## src/rtl/sync_pkt_fifo.sv

```systemverilog
// sync_pkt_fifo: single-clock FIFO with packet commit/discard.
// Words are written speculatively and become visible to the reader only
// when the packet's last word (wlast) is accepted. wdrop rewinds the write
// pointer to the last commit point and discards the partial packet.
//
// Ports:
//   clk, rst (async, active-high), clr (sync clear of pointers/flags)
//   wen/wdata/wlast/wdrop  - write side; wlast commits, wdrop discards
//   ren/rdata              - read side; rdata fall-through or registered
//   near_full_mrgn / near_empty_mrgn - flag thresholds
//   full, empty, near_full, near_empty - combinational from pointers
//   over_flow, under_flow  - registered one-cycle error pulses
//   rcount                 - committed readable word count
module sync_pkt_fifo #(
    parameter int    DSIZE       = 8,
    parameter int    ASIZE       = 4,
    parameter string FALLTHROUGH = "TRUE"
) (
    input  logic             clk,
    input  logic             rst,
    input  logic             clr,
    input  logic             wen,
    input  logic [DSIZE-1:0] wdata,
    input  logic             wlast,
    input  logic             wdrop,
    input  logic             ren,
    input  logic [ASIZE:0]   near_full_mrgn,
    input  logic [ASIZE:0]   near_empty_mrgn,
    output logic [DSIZE-1:0] rdata,
    output logic             full,
    output logic             empty,
    output logic             near_full,
    output logic             near_empty,
    output logic             over_flow,
    output logic             under_flow,
    output logic [ASIZE:0]   rcount
);

    localparam int           DEPTH   = 1 << ASIZE;
    localparam logic [ASIZE:0] DEPTH_W = {1'b1, {ASIZE{1'b0}}};
    localparam logic [ASIZE:0] ONE_W   = {{ASIZE{1'b0}}, 1'b1};
    localparam logic [ASIZE:0] ZERO_W  = {(ASIZE+1){1'b0}};

    logic [DSIZE-1:0] mem [DEPTH];

    logic [ASIZE:0] wptr_q, wptr_d;
    logic [ASIZE:0] cptr_q, cptr_d;
    logic [ASIZE:0] rptr_q, rptr_d;
    logic           over_flow_q, over_flow_d;
    logic           under_flow_q, under_flow_d;

    logic [ASIZE:0] wused;
    logic           wr_acc;
    logic           rd_acc;

    // Derived occupancy, flags and accept strobes from the registered pointers.
    always_comb begin
        wused      = wptr_q - rptr_q;
        rcount     = cptr_q - rptr_q;
        full       = (wused == DEPTH_W);
        empty      = (rcount == ZERO_W);
        near_full  = ((DEPTH_W - wused) <= near_full_mrgn);
        near_empty = (rcount <= near_empty_mrgn);
        wr_acc     = wen && !full && !wdrop && !clr;
        rd_acc     = ren && !empty && !clr;
    end

    // Next-state for pointers and error pulses; clr overrides everything.
    always_comb begin
        wptr_d       = wptr_q;
        cptr_d       = cptr_q;
        rptr_d       = rptr_q;
        over_flow_d  = 1'b0;
        under_flow_d = 1'b0;
        if (clr) begin
            wptr_d = ZERO_W;
            cptr_d = ZERO_W;
            rptr_d = ZERO_W;
        end else begin
            // A drop wins over a same-cycle write, so the word and its wlast are lost.
            if (wdrop) begin
                wptr_d = cptr_q;
            end else if (wr_acc) begin
                wptr_d = wptr_q + ONE_W;
            end else begin
                wptr_d = wptr_q;
            end
            if (wr_acc && wlast) begin
                cptr_d = wptr_q + ONE_W;
            end else begin
                cptr_d = cptr_q;
            end
            if (rd_acc) begin
                rptr_d = rptr_q + ONE_W;
            end else begin
                rptr_d = rptr_q;
            end
            over_flow_d  = wen && full && !wdrop;
            under_flow_d = ren && empty;
        end
    end

    // Pointer and error-pulse registers.
    always_ff @(posedge clk or posedge rst) begin
        if (rst) begin
            wptr_q       <= ZERO_W;
            cptr_q       <= ZERO_W;
            rptr_q       <= ZERO_W;
            over_flow_q  <= 1'b0;
            under_flow_q <= 1'b0;
        end else begin
            wptr_q       <= wptr_d;
            cptr_q       <= cptr_d;
            rptr_q       <= rptr_d;
            over_flow_q  <= over_flow_d;
            under_flow_q <= under_flow_d;
        end
    end

    // Storage array; deliberately not reset or cleared.
    always_ff @(posedge clk) begin
        if (wr_acc) begin
            mem[wptr_q[ASIZE-1:0]] <= wdata;
        end
    end

    assign over_flow  = over_flow_q;
    assign under_flow = under_flow_q;

    generate
        if (FALLTHROUGH == "TRUE") begin : g_ft
            // Head word is presented combinationally; meaningless while empty.
            assign rdata = mem[rptr_q[ASIZE-1:0]];
        end else begin : g_reg
            logic [DSIZE-1:0] rdata_q, rdata_d;

            // Registered read data: load on accepted read, zero on clr, else hold.
            always_comb begin
                rdata_d = rdata_q;
                if (clr) begin
                    rdata_d = {DSIZE{1'b0}};
                end else if (rd_acc) begin
                    rdata_d = mem[rptr_q[ASIZE-1:0]];
                end else begin
                    rdata_d = rdata_q;
                end
            end

            // Read data register.
            always_ff @(posedge clk or posedge rst) begin
                if (rst) begin
                    rdata_q <= {DSIZE{1'b0}};
                end else begin
                    rdata_q <= rdata_d;
                end
            end

            assign rdata = rdata_q;
        end
    endgenerate

endmodule

```

## config.mk

```make
export PLATFORM = sky130hd
export DESIGN_NAME = sync_pkt_fifo
export DESIGN_NICKNAME = d
export VERILOG_FILES = /design/src/rtl/sync_pkt_fifo.sv
export SDC_FILE = /design/constraint.sdc
export NUM_CORES = 1
export LEC_CHECK = 0
export CORE_ASPECT_RATIO = 1.25
export CORE_MARGIN = 4
export CORE_UTILIZATION = 55
export DETAILED_ROUTE_END_ITERATION = 10
export GPL_TIMING_DRIVEN = 0
export PLACE_DENSITY = 0.85
export SLEW_MARGIN = 20
export SYNTH_ARGS = -nofsm -noshare
export SYNTH_HDL_FRONTEND = slang
export SYNTH_SLANG_ARGS = --single-unit
```

## constraint.sdc

```tcl
create_clock -name clk -period 3.9 [get_ports clk]
set_input_delay 0.975 -clock clk [delete_from_list [all_inputs] [get_ports clk]]
set_output_delay 0.975 -clock clk [all_outputs]
set_load 0.02 [all_outputs]
```

==> impl_metrics.env <==
export IMPL_syn_area_um2=6601
export IMPL_drive_above_1_share_pct=27.18
export IMPL_arrival_ps=3020
export IMPL_cpPeakStageDelay_ps=380
export IMPL_fin_ws_ps=-97.75
export IMPL_violations="setup timing"
export IMPL_grt_overflow_total=0
export IMPL_grt_pass1_wl_um=23670
export IMPL_crit_path_max_fanout=4
export IMPL_dieWidth_um=106.0
export IMPL_crit_buf_inv=3
export IMPL_firstDrtPassIters=6
export IMPL_fin_tns_setup_ps=-203.3
export IMPL_track_usage_pct=23.21
export IMPL_r2r_end="mem[12][7]$_DFFE_PP_"
export IMPL_start_util_pct=56.56
export IMPL_die_h_um=130.5
export IMPL_rrSetupSlack_ps=240
export IMPL_syn_to_final_growth_pct=24.37
export IMPL_root_buffer="clkbuf_16"
export IMPL_nets=544
export IMPL_fin_util_pct=70.35
export IMPL_path_cells="buf_8, clkinvlp_4, ha_1, a21o_1, a21oi_2, xnor2_1, nor3b_1, ha_1, ha_1, nand3_1, o22ai_1, buf_4"
export IMPL_avgSynthCellArea_um2=15.68
export IMPL_async_flop_share_pct=11.72
export IMPL_ys_flop_type="edfxtp_1"
export IMPL_dr_total_vias=4094
export IMPL_p_per_area_nw_per_um2=634.1
export IMPL_finClkSkew_ps=11.54
export IMPL_antenna_left=0
export IMPL_maxCapViolations=0
export IMPL_rsz0062_at_grt="yes"
export IMPL_yosysWarnings=0
export IMPL_cp_endpoint="near_full"
export IMPL_synth_cell_types=45
export IMPL_ir_worst_vdd_mv=0.4758
export IMPL_drc=0
export IMPL_cp_top_family="adder cells"
export IMPL_drt_iter0_drc=357
export IMPL_dp_cells=624
export IMPL_cp_start_kind="register"
export IMPL_fmaxAchievable_mhz=250.1
export IMPL_rr_worst_depth=11
export IMPL_clk_pin_slew_ps=60
export IMPL_first_global_vias=4220
export IMPL_cts_inserted_buffers=17
export IMPL_num_antenna_cells=0
export IMPL_slew_viol_final=0
export IMPL_clkLatencyLatePin_ps=420
export IMPL_syn_nets=473
export IMPL_avgViaCountPerCell=6.156
export IMPL_r2r_start="rptr_q[1]$_DFFE_PP0P_"
export IMPL_finalNonFillerCells=665
export IMPL_worstSetupStartpoint="rptr_q[1]$_DFFE_PP0P_"
export IMPL_netlist_instances=421
export IMPL_io_buffers=42
export IMPL_cts_max_level=4
export IMPL_wl_per_cell_um=23.13
export IMPL_worstMarginPinSlew_ps=826.7
export IMPL_cts_tree="built"
export IMPL_synth_seq_cells=145
export IMPL_antenna_found_initial=0
export IMPL_hpwl_um=9511
export IMPL_total_leakage_power_nw=2.876
export IMPL_synth_edf_count=128
export IMPL_core_area_um2=11670
export IMPL_path_depth=12
export IMPL_grt_max_degree=18
export IMPL_cts_max_path_buffers=2
export IMPL_seq_area_frac_synth_pct=64.67
export IMPL_fin_crit_sh_pct=102.5
export IMPL_critPathKind="reg2out"
export IMPL_hold_viol_final=0
export IMPL_postCtsHoldBufs=0
export IMPL_end_kind="output pin"
export IMPL_num_rows=44
export IMPL_cp_common_cell="ha_1"
export IMPL_finalCriticalPeriod_ps=3998
export IMPL_status="finished with violations"
export IMPL_min_path_type="reg2reg"
export IMPL_die_area_um2=13830
export IMPL_slew_headroom_pct=44.69
export IMPL_critPathSlowestCell="dfrtp_1"
export IMPL_clock_sinks=145
export IMPL_routed_wl_um=15380
export IMPL_crit_required_ps=2920
export IMPL_setup_viol=5
export IMPL_gp_congestion=0.7569
export IMPL_io_pins=44
## cells in the final DEF, fill, tap and decap left out, types with 4 or more instances in the layout
cell,Yosys,layout
ha_4,0,5
nand3b_1,5,5
o21ai_0,11,11
inv_2,0,5
a221oi_2,0,12
xnor2_1,11,11
inv_6,0,4
clkinvlp_4,0,5
edfxtp_1,128,128
nor2_1,25,14
inv_1,22,14
mux2i_1,35,35
nand2b_1,4,4
o21a_1,7,7
a22oi_1,7,7
nand3_1,6,6
clkdlybuf4s50_1,0,36
mux4_2,16,16
dfrtp_1,17,14
clkbuf_16,0,17
nand2_1,17,17
ha_1,25,19
clkbuf_1,8,4
nor2_2,0,10
buf_4,3,18
buf_6,1,4
xor2_1,5,4
## registers in the layout, summed over array words and instances (netlist names)
signal	count
mem	128
over_flow	1
rptr_q	5
under_flow	1
wptr_q	5
cptr_q	5
## worst reg2reg max path, cell delays in order, from the launching register on
cell and delay, ps:
dfrtp_1 380, buf_8 120, clkinvlp_4 110, ha_1 300
a21o_1 190, a21oi_2 170, xnor2_1 190, nor3b_1 100
ha_1 260, nor4b_4 570, nand2_1 360, nor2_2 550
## layer usage
metal	track usage [%]	vias up	part of all wire, %	wire [µm]
met5	0	-	0	0
met4	8.994	0	2.8	432
met3	4.521	43	7.0	1075
met2	41.48	228	54	8247
met1	28.08	2048	37	5626
li1	-	1775	-	-
## power breakdown
group | internal, mW | leakage, nW | switching (mW)
combinational | 0.928 | 1.22 | 0.942
clock | 0.947 | 0.274 | 0.654
sequential | 1.72 | 1.38 | 0.0193
total | 3.59 | 2.88 | 1.62
## repair_timing
item	in CTS	in global routing
setup buffers	8	4
cloned	0	0
hold endpoints to repair	0	0
resized for setup	61	28
pin swaps	5	5
endpoints found under the setup margin	135	106
## kinds of logic after synthesis
kind of cell,after synthesis,synth area share (%)
muxes,56,11.90
DFF,145,64.67
AOI/OAI and AO/OA,60,6.747
xor gates and xnor gates,17,2.540
and+or+nand+nor,76,6.122
adders and majority gates,27,5.345
buffers and inverters,40,2.672
## synth_stat cells, drive strengths merged, types with 3 or more instances
cell type / instances / area, µm²
a221oi: 16 / 140.1
o21ai: 12 / 71.32
nand3: 6 / 30.03
a21o: 3 / 22.52
nor3: 4 / 20.02
nor2b: 4 / 25.02
mux2i: 36 / 372.9
inv: 22 / 82.58
buf: 10 / 63.81
a21oi: 7 / 35.03
a211oi: 3 / 22.52
nand2b: 4 / 25.02
ha: 25 / 312.8
nand3b: 5 / 37.54
xor2: 6 / 71.32
nand2: 18 / 75.07
o21a: 7 / 52.55
xnor2: 11 / 96.34
mux2: 4 / 52.55
nor2: 26 / 105.1
dfrtp: 17 / 425.4
a22oi: 7 / 52.55
mux4: 16 / 360.4
clkbuf: 8 / 30.03
edfxtp: 128 / 3844
## through the flow
stage	hold WS [ps]	instance area [µm²]	setup slack [ps]	power, mW
after floorplan	481.6	6601	164.2	2.853
after global placement	499.5	7223	-566.9	3.281
after detailed placement	532.0	7243	-565.8	3.360
after CTS	548.8	8064	-88.87	5.082
after global routing	616.7	8210	-168.9	5.411
final	568.3	8210	-97.75	5.206
## how the worst min path moves through the flow
stage | startpoint | to | slack, ps | cells past startpoint
after floorplan | cptr_q[0]$_DFFE_PP0P_ | cptr_q[0]$_DFFE_PP0P_ | 480 | 2
after global placement | cptr_q[0]$_DFFE_PP0P_ | cptr_q[0]$_DFFE_PP0P_ | 500 | 2
after detailed placement | cptr_q[0]$_DFFE_PP0P_ | cptr_q[0]$_DFFE_PP0P_ | 530 | 2
after CTS | cptr_q[0]$_DFFE_PP0P_ | cptr_q[0]$_DFFE_PP0P_ | 550 | 2
after global routing | cptr_q[0]$_DFFE_PP0P_ | wptr_q[0]$_DFFE_PP0P_ | 620 | 2
final | cptr_q[0]$_DFFE_PP0P_ | cptr_q[0]$_DFFE_PP0P_ | 570 | 2
## area by class of cell
type,instances,area (µm²)
Clock buffer,17,425.4
Timing Repair Buffer,54,506.7
Sequential cell,145,4275
Fill cell,708,3461
Buffer,16,122.6
Inverter,22,92.59
Multi-Input combinational cell,236,2432
Tap cell,161,201.4
Clock inverter,14,153.9
Power figures use the tool's default switching activity.
